`src/rtl/sen_lut_arbiter_if.sv`:
```
// sen_lut_arbiter_if: requester/LUT/response bundle between the datapath and sen_lut_arbiter.
interface sen_lut_arbiter_if #(
    parameter int N = 4,
    parameter int W = 32
);
    logic [N-1:0]           req_valid;
    logic [N*W-1:0]         req_angle;
    logic [N-1:0]           req_ready;
    logic [W-1:0]           lut_angle;
    logic [W-1:0]           lut_value;
    logic                   resp_valid;
    logic [$clog2(N)-1:0]   resp_id;
    logic [W-1:0]           resp_value;
    logic                   busy;

    modport slave (
        input  req_valid, req_angle, lut_value,
        output req_ready, lut_angle, resp_valid, resp_id, resp_value, busy
    );
    modport master (
        output req_valid, req_angle, lut_value,
        input  req_ready, lut_angle, resp_valid, resp_id, resp_value, busy
    );
endinterface

```
`src/rtl/sen_lut_arbiter.sv`:
```
// sen_lut_arbiter: round-robin sharing of one SenLUT among N requesters with id-tagged responses.
module sen_lut_arbiter #(
    parameter int N       = 4,
    parameter int W       = 32,
    parameter int LUT_LAT = 1
) (
    input logic               clk,
    input logic               rst,
    sen_lut_arbiter_if.slave  bus
);
    localparam int IDW = $clog2(N);

    logic [IDW-1:0] r_ptr;
    logic [N-1:0]   r_pend;
    logic [W-1:0]   r_angle;
    logic [LUT_LAT:0] r_tag_v;
    logic [IDW-1:0] r_tag_id [LUT_LAT+1];

    logic [N-1:0]   w_elig;
    logic [N-1:0]   w_grant;
    logic [N-1:0]   w_clr;
    logic           w_hit;
    logic [IDW-1:0] w_gid;
    int             w_j;

    assign w_elig = bus.req_valid & ~r_pend;

    always_comb begin
        w_hit = 1'b0;
        w_gid = '0;
        w_j   = 0;
        for (int k = 0; k < N; k++) begin
            w_j = (int'(r_ptr) + k) % N;
            if (!w_hit && w_elig[w_j[IDW-1:0]]) begin
                w_hit = 1'b1;
                w_gid = w_j[IDW-1:0];
            end
        end
    end

    assign w_grant = w_hit ? (N'(1) << w_gid) : '0;
    // a response frees its requester at the same edge a new grant may claim another one
    assign w_clr   = r_tag_v[LUT_LAT] ? (N'(1) << r_tag_id[LUT_LAT]) : '0;

    always_ff @(posedge clk or posedge rst) begin
        if (rst) begin
            r_ptr   <= '0;
            r_pend  <= '0;
            r_angle <= '0;
            r_tag_v <= '0;
            for (int k = 0; k <= LUT_LAT; k++) r_tag_id[k] <= '0;
        end else begin
            r_pend      <= (r_pend & ~w_clr) | w_grant;
            r_tag_v     <= {r_tag_v[LUT_LAT-1:0], w_hit};
            r_tag_id[0] <= w_gid;
            for (int k = 1; k <= LUT_LAT; k++) r_tag_id[k] <= r_tag_id[k-1];
            if (w_hit) begin
                r_angle <= bus.req_angle[w_gid*W +: W];
                r_ptr   <= (int'(w_gid) == N - 1) ? '0 : w_gid + 1'b1;
            end
        end
    end

    assign bus.req_ready  = rst ? '0 : w_grant;
    assign bus.lut_angle  = r_angle;
    assign bus.resp_valid = r_tag_v[LUT_LAT];
    assign bus.resp_id    = r_tag_id[LUT_LAT];
    assign bus.resp_value = bus.lut_value;
    assign bus.busy       = |r_pend;
endmodule
```
`src/flat_wrapper.sv`:
```
// flat-port wrapper written by rule: the top's interface ports become plain ports
module sen_lut_arbiter_flat 
#(
    parameter int N       = 4,
    parameter int W       = 32,
    parameter int LUT_LAT = 1
)
  (clk, rst, bus_req_valid, bus_req_angle, bus_lut_value, bus_req_ready, bus_lut_angle, bus_resp_valid, bus_resp_id, bus_resp_value, bus_busy);
  sen_lut_arbiter_if #(.N(N), .W(W)) bus_i ();
  input logic clk;
  input logic rst;
  input wire logic [$bits(bus_i.req_valid)-1:0] bus_req_valid;
  input wire logic [$bits(bus_i.req_angle)-1:0] bus_req_angle;
  input wire logic [$bits(bus_i.lut_value)-1:0] bus_lut_value;
  output wire logic [$bits(bus_i.req_ready)-1:0] bus_req_ready;
  output wire logic [$bits(bus_i.lut_angle)-1:0] bus_lut_angle;
  output wire logic [$bits(bus_i.resp_valid)-1:0] bus_resp_valid;
  output wire logic [$bits(bus_i.resp_id)-1:0] bus_resp_id;
  output wire logic [$bits(bus_i.resp_value)-1:0] bus_resp_value;
  output wire logic [$bits(bus_i.busy)-1:0] bus_busy;
  assign bus_i.req_valid = bus_req_valid;
  assign bus_i.req_angle = bus_req_angle;
  assign bus_i.lut_value = bus_lut_value;
  assign bus_req_ready = bus_i.req_ready;
  assign bus_lut_angle = bus_i.lut_angle;
  assign bus_resp_valid = bus_i.resp_valid;
  assign bus_resp_id = bus_i.resp_id;
  assign bus_resp_value = bus_i.resp_value;
  assign bus_busy = bus_i.busy;
  sen_lut_arbiter #(.N(N), .W(W), .LUT_LAT(LUT_LAT)) u_core (.clk(clk), .rst(rst), .bus(bus_i));
endmodule
```
`config.mk`:
```
export PLATFORM = sky130hd
export DESIGN_NAME = sen_lut_arbiter_flat
export DESIGN_NICKNAME = d
export VERILOG_FILES = /design/src/rtl/sen_lut_arbiter_if.sv /design/src/rtl/sen_lut_arbiter.sv /design/src/flat_wrapper.sv
export SDC_FILE = /design/constraint.sdc
export NUM_CORES = 1
export LEC_CHECK = 0
export CAP_MARGIN = 30
export CORE_UTILIZATION = 33
export CTS_CLUSTER_SIZE = 10
export DETAILED_ROUTE_END_ITERATION = 12
export GPL_ROUTABILITY_DRIVEN = 1
export PLACE_DENSITY = 0.82
export SLEW_MARGIN = 15
export SYNTH_ARGS = -nofsm -noshare
export SYNTH_HDL_FRONTEND = slang
export SYNTH_SLANG_ARGS = --single-unit
```
`constraint.sdc`:
```
create_clock -name clk -period 2.8 [get_ports clk]
set_input_delay 0.7 -clock clk [delete_from_list [all_inputs] [get_ports clk]]
set_output_delay 0.7 -clock clk [all_outputs]
set_load 0.05 [all_outputs]
```
==> impl_metrics.ini <==
[yosys]
synth_compound_area_frac = 0.130
ys_warn_count = 0
synth_cells = 271
synth_top_family_by_area = multiplexers
synth_cell_types = 32
synthFlopType = dfrtp_1
synth-adder-area-share = 0.00437
synthTopCellsByCount = mux2i_1, dfrtp_1, nor2_1
synth_nets = 438
syn_area_mm2 = 0.00286
yosys-mux-area-fraction = 0.228
yosys_register_bits = 44
syn_avg_cell_area_um2 = 10.6
async_flop_share = 1.00
synth-simple-area-share = 0.0965
yosys-top-cells-area = dfrtp_1, mux2i_1, a221oi_1
synth_xor_area_frac = 0
synth_top_area_share = 0.384
yosysTopAreaCell = dfrtp_1
synth_most_common_cell = mux2i_1
synth_edf_count = 0
ys_seq_area_frac = 0.384

[setup_path]
max_stage_delay_ps = 410
r2r_start = u_core.r_pend[2]
rrSetupSlack_ps = 530
crit_slowest_cell = o32a_4
r2r_end = u_core.bus.lut_angle[19]
crit_path_start_kind = primary input
end_kind = output port
required_ps = 2100
arrival_ps = 2050
path_cells = buf_2, nor2b_4, o21a_1, o32a_4, buf_6, nor3_4, buf_12
worstSetupPathType = primary input to output port
r2r_cells = 6
worstPathMaxFanout = 5

[power]
pwr-share-clk = 0.073
pwr-share-seq = 0.218
leakagePower_nw = 2.12
intPower_mw = 2.86
power_density_mw_per_mm2 = 1170
p_comb_frac = 0.709
p_sw_frac = 0.485
vdd_drop_max_mv = 0.566
p_sw_mw = 2.69

[hold_path]
hold_path.class = flop to flop
whs_endpoint = u_core.r_tag_v[1]
min_from = u_core.r_tag_v[0]
whs_path_depth = 0

[global_route]
overflow = 0
grtUsageTotal = 0.190
grt_pass1_wl_um = 13400
grt_max_degree = 45
grt_pass1_vias = 2828
antenna_found_initial = 0

[final_layout]
area_delta_synth_final_pct = 65.7
design_area_mm2 = 0.00475
antenna_cells_inserted = 0
finalNetCount = 587
drive_gt1_frac = 0.140

[drt]
dr.pass1.iters = 4
drc = 0
drtIter0Drc = 75
viasPerCell = 5.12
vias = 2693
ant_nets = 0
drt-total-wl_um = 8580
wire_per_inst_um = 16.3

[die]
pin_count = 238
die_w_um = 95.2
coreArea_mm2 = 0.00830
die_y_um = 95.2
core.rowCount = 33
start_util = 0.345
die_area_mm2 = 0.00906

[clock_network]
htree_levels = 2
cts-root-buf = clkbuf_8
cts_sinks = 44
cts.path.max_buffers = 2
insertion_delay_ps = 280
numCtsBuffers = 5
cts_tree = done
cts.reportedPaths.clkPinSlew_ps = 80

[sta]
slew_violations = 0
finalCriticalPeriod_ps = 2750
fmax_ghz = 0.363
fin_skew_ps = 3.73
tightest_slew_ps = 551
setup_ws_ps = 46.2
hold_viol_final = 0
period_share = 0.984
finalSetupViolations = 0
relSlewSlack = 0.633
whs_ps = 348

[placed_design]
place_congestion = 0.859
pre_cts_slack_ps = -367
dpl_cell_area_mm2 = 0.00458
io_buffers = 173
dp.final_hpwl_um = 6620

[run_status]
outcome = finished, final reports clean

[flow_run]
max_cap_viol_count = 0
final cells by class:
cell class,count,area (µm²)
tap,105,131
timing repair buffer,195,1960
multi-input combinational,170,1440
sequential,44,1100
fill,743,3550
clock buffer,6,82.6
clock inverter,2,10.0
inverter,4,23.8
worst max-delay path by stage:
stage	start	cells after the start	endpoint
after global placement	bus_req_valid[2]	8	bus_req_ready[3]
after detailed placement	bus_req_valid[2]	8	bus_req_ready[3]
after floorplan	bus_req_valid[2]	6	bus_req_ready[1]
final	bus_req_valid[2]	7	bus_req_ready[1]
after CTS	bus_req_valid[2]	8	bus_req_ready[3]
after global routing	bus_req_valid[0]	9	bus_req_ready[1]
worst max-delay path, delay by kind of cell:
family | cells | cell delay [ps]
compound gates | 2 | 610
buf+inv | 3 | 420
simple gates | 2 | 320
stage by stage:
stage          power (mW)  utilization  setup TNS (ps)  std cells
3_3_place_gp         4.99        0.552           -2680        516
4_1_cts              5.59        0.571               0        525
3_5_place_dp         5.10        0.552           -4730        516
2_1_floorplan        4.09            -           -1.24        271
5_1_grt              5.88        0.572           -7.15        526
6_report             5.55        0.572               0        526
timing repair:
action | 4_1_cts | 5_1_grt
setup endpoints to repair | 4 | 4
cloned | 0 | 0
gates resized for setup | 22 | 6
setup buffers | 1 | 1
endpoints found under the hold margin | 0 | 0
pin swaps | 6 | 5
hold buffers | 0 | 0
cells by family (layout without fill, tap and decap cells):
group	after synthesis	count (layout)
compound gates	45	45
fa+ha+maj	1	1
buf+inv	57	207
flops	44	44
mux	65	65
simple gates	59	59
cells in the final DEF, fill, tap and decap left out, drive strengths merged:
master / Yosys / layout
clkdlybuf4s15: 0 / 2
and2: 1 / 1
a22o: 2 / 2
clkinv: 0 / 3
a221oi: 32 / 32
a21oi: 1 / 1
or3b: 1 / 1
or4: 1 / 1
nand2: 5 / 5
a32oi: 1 / 1
clkbuf: 8 / 7
mux2: 1 / 1
and3: 2 / 2
inv: 4 / 2
nand3b: 1 / 1
nand2b: 4 / 4
o311ai: 1 / 1
o21a: 2 / 2
o32a: 1 / 1
o21ai: 4 / 4
buf: 45 / 27
a31oi: 1 / 1
nand3: 2 / 2
nor2: 37 / 37
ha: 1 / 1
nor2b: 3 / 3
mux2i: 64 / 64
nor3: 2 / 2
clkinvlp: 0 / 1
clkdlybuf4s50: 0 / 165
dfrtp: 44 / 44
power by group through the flow:
stage	Sequential (mW)	Combinational (mW)	Clock (mW)
floorplan	2.01	2.08	0
global placement	1.19	3.80	0
detailed placement	1.20	3.89	0
CTS	1.21	3.96	0.422
global route	1.25	4.18	0.446
finish	1.21	3.94	0.404
sequential cells by signal, indices dropped and copies added (netlist names):
name / flops
u_core.r_ptr: 2
u_core.bus.resp_id: 2
u_core.r_tag_v: 2
u_core.r_pend: 4
u_core.r_tag_id: 2
u_core.bus.lut_angle: 32
per-layer routing:
layer | vias up | GRT usage | share of wire
li1 | 1256 | - | -
met1 | 1296 | 0.208 | 0.36
met4 | 0 | 0.0682 | 0.020
met2 | 123 | 0.352 | 0.54
met5 | - | 0 | 0
met3 | 18 | 0.0478 | 0.079
Power figures use the tool's default switching activity.
